--- config.mk ---
export PLATFORM = sky130hd
export DESIGN_NAME = correlation_pipe
export DESIGN_NICKNAME = d
export VERILOG_FILES = /design/src/rtl/correlation_pipe.sv
export SDC_FILE = /design/constraint.sdc
export NUM_CORES = 1
export LEC_CHECK = 0
export CORE_MARGIN = 4
export CORE_UTILIZATION = 55
export DETAILED_ROUTE_END_ITERATION = 10
export GPL_TIMING_DRIVEN = 0
export PLACE_DENSITY_LB_ADDON = 0.12
export SYNTH_ARGS = -nofsm -noshare
export SYNTH_HDL_FRONTEND = slang
export SYNTH_SLANG_ARGS = --single-unit
--- constraint.sdc ---
create_clock -name clk -period 10.9 [get_ports clk]
set_input_delay 1.09 -clock clk [delete_from_list [all_inputs] [get_ports clk]]
set_output_delay 1.09 -clock clk [all_outputs]
set_load 0.02 [all_outputs]
--- src/rtl/correlation_pipe.sv ---
// correlation_pipe: transposed-form systolic correlator with TAPS PEs,
// runtime coefficients, corr/conv mode, stall, flush and priming flag.
module correlation_pipe #(
   parameter int TAPS   = 3,
   parameter int DATA_W = 8,
   parameter int COEF_W = 8,
   parameter int ACC_W  = 16
) (
   input  logic                    clk,
   input  logic                    rst,
   input  logic [DATA_W-1:0]       x,
   input  logic                    x_valid,
   input  logic                    flush,
   input  logic                    mode_conv,
   input  logic                    coef_we,
   input  logic [$clog2(TAPS)-1:0] coef_addr,
   input  logic [COEF_W-1:0]       coef_data,
   output logic [ACC_W-1:0]        y,
   output logic                    y_valid
);

   localparam int AW = $clog2(TAPS);
   localparam int PW = DATA_W + COEF_W;
   localparam int CW = $clog2(TAPS + 1);

   logic [COEF_W-1:0] r_coef [TAPS];
   logic [COEF_W-1:0] w_wt   [TAPS];
   logic [PW-1:0]     w_full [TAPS];
   logic [ACC_W-1:0]  w_prod [TAPS];
   logic [ACC_W-1:0]  r_p    [TAPS];

   logic [CW-1:0] r_cnt;
   logic [CW-1:0] w_cnt_nxt;
   logic          r_yv;
   logic          w_accept;
   logic          w_addr_ok;
   logic          w_full_cnt;

   // flush wins over a sample on the same edge
   assign w_accept = x_valid & ~flush;

   assign w_addr_ok =
      ({1'b0, coef_addr} < (AW + 1)'(TAPS));

   assign w_full_cnt = (r_cnt == CW'(TAPS));

   assign w_cnt_nxt = w_full_cnt ? r_cnt
                                 : r_cnt + 1'b1;

   // per-PE weight select and product, truncated to the accumulator
   for (genvar k = 0; k < TAPS; k++) begin : g_pe_mul
      assign w_wt[k] = mode_conv ? r_coef[TAPS-1-k]
                                 : r_coef[k];
      assign w_full[k] = PW'(x) * PW'(w_wt[k]);
      assign w_prod[k] = ACC_W'(w_full[k]);
   end

   // coefficient bank: defaults k+2, writable in any cycle
   for (genvar k = 0; k < TAPS; k++) begin : g_coef
      always_ff @(posedge clk or posedge rst) begin
         if (rst) begin
            r_coef[k] <= COEF_W'(k + 2);
         end else if (coef_we && w_addr_ok &&
                      (coef_addr == AW'(k))) begin
            r_coef[k] <= coef_data;
         end
      end
   end

   // first PE: starts a new partial sum from the product alone
   always_ff @(posedge clk or posedge rst) begin
      if (rst) begin
         r_p[0] <= '0;
      end else if (flush) begin
         r_p[0] <= '0;
      end else if (x_valid) begin
         r_p[0] <= w_prod[0];
      end
   end

   // remaining PEs: add own product to upstream partial sum
   for (genvar k = 1; k < TAPS; k++) begin : g_pe_acc
      always_ff @(posedge clk or posedge rst) begin
         if (rst) begin
            r_p[k] <= '0;
         end else if (flush) begin
            r_p[k] <= '0;
         end else if (x_valid) begin
            r_p[k] <= r_p[k-1] + w_prod[k];
         end
      end
   end

   // priming counter and registered output-valid pulse
   always_ff @(posedge clk or posedge rst) begin
      if (rst) begin
         r_cnt <= '0;
         r_yv  <= 1'b0;
      end else if (flush) begin
         r_cnt <= '0;
         r_yv  <= 1'b0;
      end else if (w_accept) begin
         r_cnt <= w_cnt_nxt;
         r_yv  <= (w_cnt_nxt == CW'(TAPS));
      end else begin
         r_yv  <= 1'b0;
      end
   end

   assign y       = r_p[TAPS-1];
   assign y_valid = r_yv;

endmodule

=== After elaboration in Yosys (flattened, before gate mapping) ===
Index checks and enable logic that the tools add are counted.

* Output and inout bits: 17
* Register bits after elaboration: 75
* Word-level logic and storage cells: 41
* Input port bits: 24

* Equal/unequal tests: 4
* Bitwise logic cells: 2
* Add/sub/neg operators: 3
* $mul: 3
* Order comparisons: 1
* Reduce and logical (&&, ||, !) cells: 7
* Mux-type cells: 13

{| class="wikitable"
|+ Operators with widths
! operator !! count
|-
| $mux W16 || 6
|-
| $mul A8 B8 Y16 || 3
|-
| $add A16 B16 Y16 || 2
|-
| $mux W8 || 2
|-
| $eq A2 B2 Y1 const B || 3
|-
| $mux W2 || 3
|-
| $logic_and A1 B1 Y1 || 4
|-
| $reduce_bool A2 Y1 || 2
|-
| $add A2 B1 Y2 const B || 1
|-
| $eq A2 B1 Y1 const B || 1
|-
| $logic_not A2 Y1 || 1
|-
| $lt A2 B2 Y1 const B || 1
|-
| $mux W1 || 2
|-
| $and A1 B1 Y1 || 1
|-
| $not A1 Y1 || 1
|}

=== Logic depth before layout (Yosys ltp) ===
* Word-level depth: 5
* Depth in mapped cells: 19
* Mapped depth without buffers: 18

=== Worst setup path after synthesis ===
OpenSTA, ideal clock, no wires.

* Kind: input port to flip-flop
* From: in mode_conv
* To: reg r_p (netlist bit y[15])
* Stages: 16
* Path buffers: 2
* Arrival time: 5.688 ns
* Setup slack: 5.134 ns
* Cells stage by stage: clkbuf_1 -> buf_2 -> mux2_2 -> and2_1 -> fa_1 -> fa_1 -> fa_1 -> inv_1 -> fa_1 -> inv_1 -> ha_1 -> or3_1 -> or2_0 -> a311oi_1 -> mux2_2 -> a21oi_1

* Cells in the longest elaborated chain, start to end: 5

{| class="wikitable"
|+ RTL lines
! item !! RTL line !! text
|-
| start: declaration || 14 || <nowiki>input logic mode_conv,</nowiki>
|-
| $mux W8 || 52 || <nowiki>assign w_wt[k] = mode_conv ? r_coef[TAPS-1-k]</nowiki>
|-
| $mul A8 B8 Y16 || 54 || <nowiki>assign w_full[k] = PW'(x) * PW'(w_wt[k]);</nowiki>
|-
| $add A16 B16 Y16 || 89 || <nowiki>r_p[k] <= r_p[k-1] + w_prod[k];</nowiki>
|-
| $mux W16 || 88 || <nowiki>end else if (x_valid) begin</nowiki>
|-
| $mux W16 || 86 || <nowiki>end else if (flush) begin</nowiki>
|-
| end signal: indexed assignment || 89 ||
|-
| end: declaration || 30 || <nowiki>logic [ACC_W-1:0] r_p [TAPS];</nowiki>
|}

No other way between the ends. The select of a mux whose other input is x is not followed.
A chain may end at the register's enable or synchronous reset.

=== Worst setup path after layout ===
* From: in x[4]
* To: reg r_p (netlist bit y[15])

* Cells in the longest elaborated chain, start to end: 4

{| class="wikitable"
|+ RTL lines
! item !! RTL line !! text
|-
| start: declaration || 11 || <nowiki>input logic [DATA_W-1:0] x,</nowiki>
|-
| $mul A8 B8 Y16 || 54 ||
|-
| $add A16 B16 Y16 || 89 ||
|-
| $mux W16 || 88 ||
|-
| $mux W16 || 86 ||
|}

No other way between the ends. The select of a mux whose other input is x is not followed.

==> summary.txt <==
Clock tree
  – CTS H-Tree Depth: 3
  – Clock transition at path regs: 0.06 ns
  – # Post-CTS Setup Buffers: 0
  – CTS tree: yes
  – Post_cts resized: 0
  – CTS Sinks: 75
  – CTS Buf Count: 9
  – Bufs on Longest Clock Path: 2
  – CTS root buf: clkbuf_16
  – Post-CTS Hold Buffers: 0
  – Skew-Pair Late Insertion Delay: 0.35 ns

Floorplan
  – Die area: 0.0212 sq mm
  – Die Width: 146 microns
  – Rows: 50
  – Starting density of the core: 55.9%
  – Die H: 146 microns
  – # IOs: 41
  – CORE AREA: 0.0186 sq mm

Worst setup path
  – Crit path required time: 11.17 ns
  – Worst-path fanout max: 10
  – CP Class: primary input to flop
  – Crit. End Element: flop
  – Arr. time, crit path: 6.39 ns
  – CP Launch Type: primary input

Synth
  – Post-synthesis mux area share: 6.27%
  – Mapped Nets: 1397
  – Number of synthesized flops with an enable pin: 0
  – Yosys reg bits: 75
  – Post-synthesis compound-gate area fraction: 7.50%
  – Synth Cell Area: 0.0104 sq mm
  – Simple-gate share of the synthesized area: 15.3%
  – Number of distinct library cells after synthesis: 53
  – Syn Inst Count: 1131
  – Asr flop ratio synth: 100%
  – Mapped Avg Cell Area: 9.21 sq um
  – Adder-cell share of the synthesized area: 38.9%
  – Xor/xnor share of the synthesized area: 2.44%
  – Top_reg_cell synth: dfrtp_1
  – Number of synthesis warnings: 0
  – Largest family of logic cells by synthesized area: adder cells
  – Register area share after synthesis: 18.1%

Cells and area
  – Fillcell total: 1624
  – Fraction of layout cells with a size suffix above 1: 7.25%
  – Post-layout util: 61.1%
  – Diode count: 0
  – Fin area: 0.0114 sq mm
  – Area Growth Syn to Fin: 9.48%
  – Layout net count: 1447

Drt
  – Routed Antenna Nets: 0
  – Routed WL: 24.0 mm
  – Avg WL per Cell: 16.9 microns
  – DRT Pass-1 Iters: 4
  – Vias/cell: 5.29
  – DRC Markers: 0
  – DR iter-0 viols: 377
  – Via Count: 7511

Timing
  – Final period utilization: 56.2%
  – Max frequency: 0.163 GHz
  – Worst slew margin: 37.8%
  – Worst Tran Pin Value: 0.908 ns
  – Endpoints failing hold: 0
  – Layout Skew: 0.00629 ns
  – Count of final setup violators: 0
  – Tmin final: 6.12 ns
  – Setup TNS: 0 ns
  – RSZ-0062 raised after global routing: false
  – Slew Limit Fails: 0

GRT
  – Initial antenna violation count: 0
  – GRT Util Overall: 23.9%
  – Gr ovfl total: 0
  – First-pass GRT wire length: 40.1 mm
  – Largest net degree at the start of global routing: 60
  – Number of global-route vias before repair: 7454

Status
  – Status: finished, final reports clean

Pwr
  – Int Pwr: 0.00177 W
  – VDD IR max: 0.228 mV
  – Clock share of power: 8.3%
  – Combinational Power Share: 80.6%
  – Sw Ratio: 51.4%
  – Leakage: 5.82 nW
  – Switching power: 0.00187 W
  – Seq pwr share: 11.1%
  – Pwr dens: 320 mW/mm^2

Worst hold path
  – Hold crit path type: flop to flop

Flow run
  – Max Cap Viol: 0

Place
  – GPL Wtd Cong: 0.865
  – Cell Area, Placed: 0.0111 sq mm
  – Port-buffer cells: 38
  – Post-DP HPWL: 18.6 mm
==> flip-flops by register name, summed over array words and instances (netlist names) <==
name / flops
y_valid: 1
r_cnt: 2
r_coef: 24
r_p: 32
y: 16
==> synthesized netlist by cell type, types with 2 or more instances <==
master | count | area [sq um]
clkbuf_1 | 30 | 113
dfstp_2 | 4 | 105
dfrtp_1 | 71 | 1780
nor3_1 | 9 | 45.0
inv_1 | 253 | 950
o21bai_1 | 3 | 22.5
a21oi_1 | 25 | 125
ha_1 | 106 | 1330
nor2_1 | 56 | 210
nor3b_1 | 5 | 37.5
o22ai_1 | 6 | 37.5
nand4_1 | 2 | 12.5
buf_4 | 16 | 120
o211ai_1 | 3 | 22.5
a211oi_2 | 3 | 37.5
mux2i_1 | 27 | 270
nand3_1 | 4 | 20.0
nand2_1 | 81 | 304
a211o_1 | 4 | 35.0
a211oi_1 | 13 | 97.6
nor2b_1 | 53 | 332
and2_1 | 79 | 494
and3_1 | 2 | 12.5
o21a_1 | 6 | 45.0
xor2_1 | 11 | 96.3
nand3b_1 | 3 | 22.5
xnor2_1 | 13 | 114
fa_1 | 136 | 2720
buf_2 | 3 | 15.0
o21ai_0 | 17 | 85.1
or3_1 | 3 | 18.8
a31oi_1 | 4 | 25.0
mux2_2 | 34 | 383
nand2b_1 | 10 | 62.6
o21ai_1 | 12 | 60.1
o31a_1 | 2 | 17.5
a21o_1 | 6 | 45.0
==> worst paths after layout <==
| check | from | end | slack [ns] | cells after the start |
|---|---|---|---|---|
| max reg2reg | r_coef[3]$_DFFE_PP0P_ | r_p[42]$_DFFE_PP0P_ | 5.94 | 17 |
| max | x[4] | y[15]$_DFFE_PP0P_ | 4.78 | 16 |
| min in group asynchronous | rst | y[3]$_DFFE_PP0P_ | 1.03 | 2 |
| min reg2reg | r_cnt[0]$_DFFE_PP0P_ | r_cnt[0]$_DFFE_PP0P_ | 0.48 | 1 |
| min | r_cnt[0]$_DFFE_PP0P_ | r_cnt[0]$_DFFE_PP0P_ | 0.48 | 1 |
| max in group asynchronous | rst | r_coef[2]$_DFFE_PP1P_ | 9.25 | 3 |
==> stage by stage <==
| stage | total power, W | std cells | worst slack, ns | hold WS [ns] |
|---|---|---|---|---|
| floorplan | 0.00270 | 1131 | 5.13 | 0.448 |
| global route | 0.00411 | 1420 | 4.50 | 0.520 |
| global placement | 0.00327 | 1403 | 4.40 | 0.469 |
| CTS | 0.00366 | 1420 | 4.78 | 0.487 |
| finish | 0.00365 | 1420 | 4.78 | 0.485 |
| detailed placement | 0.00332 | 1404 | 4.44 | 0.478 |
==> layout by cell type, fill, tap and decap left out, types with 3 or more instances in the layout <==
master / netlist / layout
mux2_2: 34 / 34
fa_1: 136 / 136
dfrtp_1: 71 / 71
nand2_1: 81 / 81
a211o_1: 4 / 4
clkdlybuf4s50_1: 0 / 38
xor2_1: 11 / 11
inv_6: 0 / 3
clkbuf_16: 0 / 9
a21o_1: 6 / 6
or3_1: 3 / 3
a21oi_1: 25 / 25
nor2b_1: 53 / 53
dfstp_2: 4 / 4
buf_4: 16 / 16
o21ai_1: 12 / 12
buf_2: 3 / 3
o21bai_1: 3 / 3
a31oi_1: 4 / 4
o22ai_1: 6 / 6
a211oi_1: 13 / 13
nor3b_1: 5 / 5
ha_1: 106 / 106
nor3_1: 9 / 9
clkbuf_1: 30 / 30
inv_1: 253 / 252
o21a_1: 6 / 6
o211ai_1: 3 / 3
and2_1: 79 / 79
xnor2_1: 13 / 13
o21ai_0: 17 / 17
nor2_1: 56 / 56
a211oi_2: 3 / 3
nand3b_1: 3 / 3
nand3_1: 4 / 4
nand2b_1: 10 / 10
mux2i_1: 27 / 27
==> area by class of cell <==
| type | count | area, sq um | share of cell area [%] |
|---|---|---|---|
| multi-input cells | 754 | 7330 | 64.3 |
| flip-flops and latches | 75 | 1880 | 16.5 |
| inverters | 253 | 952 | 8.35 |
| repair buffers | 39 | 408 | 3.58 |
| well taps | 234 | 293 | 2.57 |
| plain buffers | 49 | 248 | 2.17 |
| clock buffers | 9 | 225 | 1.98 |
| clock inverters | 7 | 58.8 | 0.516 |
==> kinds of logic (layout without fill, tap and decap cells) <==
logic type | after synthesis | count (layout)
AO/OA/AOI/OAI | 115 | 115
multiplexers | 61 | 61
XOR/XNOR | 26 | 26
buffers and inverters | 302 | 357
flip-flops | 75 | 75
AND/OR/NAND/NOR | 310 | 310
adder cells (fa/ha/maj) | 242 | 242
==> power groups by stage <==
stage	clock, W	combinational, W	sequential, W
final	0.000301	0.00294	0.000406
after floorplan	0	0.00231	0.000393
after global routing	0.000318	0.00338	0.000415
after detailed placement	0	0.00291	0.000409
after global placement	0	0.00287	0.000407
after CTS	0.000308	0.00295	0.000405
==> per-layer routing <==
layer  track usage, %  share of wire [%]  vias up
li1                 -                  -     3590
met1             35.6                 46     3753
met2             37.4                 47      150
met3             4.02                5.3       18
met4             4.27                1.2        0
met5                0                  0        -
==> critical path: stages <==
cell and delay, ns:
clkdlybuf4s50_1 0.63, clkbuf_1 0.59, nand2_1 0.17, fa_1 0.53
fa_1 0.54, inv_1 0.05, fa_1 0.47, inv_1 0.05
fa_1 0.47, inv_1 0.04, ha_1 0.21, or3_1 0.47
or2_0 0.27, a311oi_1 0.31, mux2_2 0.37, a21oi_1 0.14
Note: power is estimated with default switching activity, not from simulation.
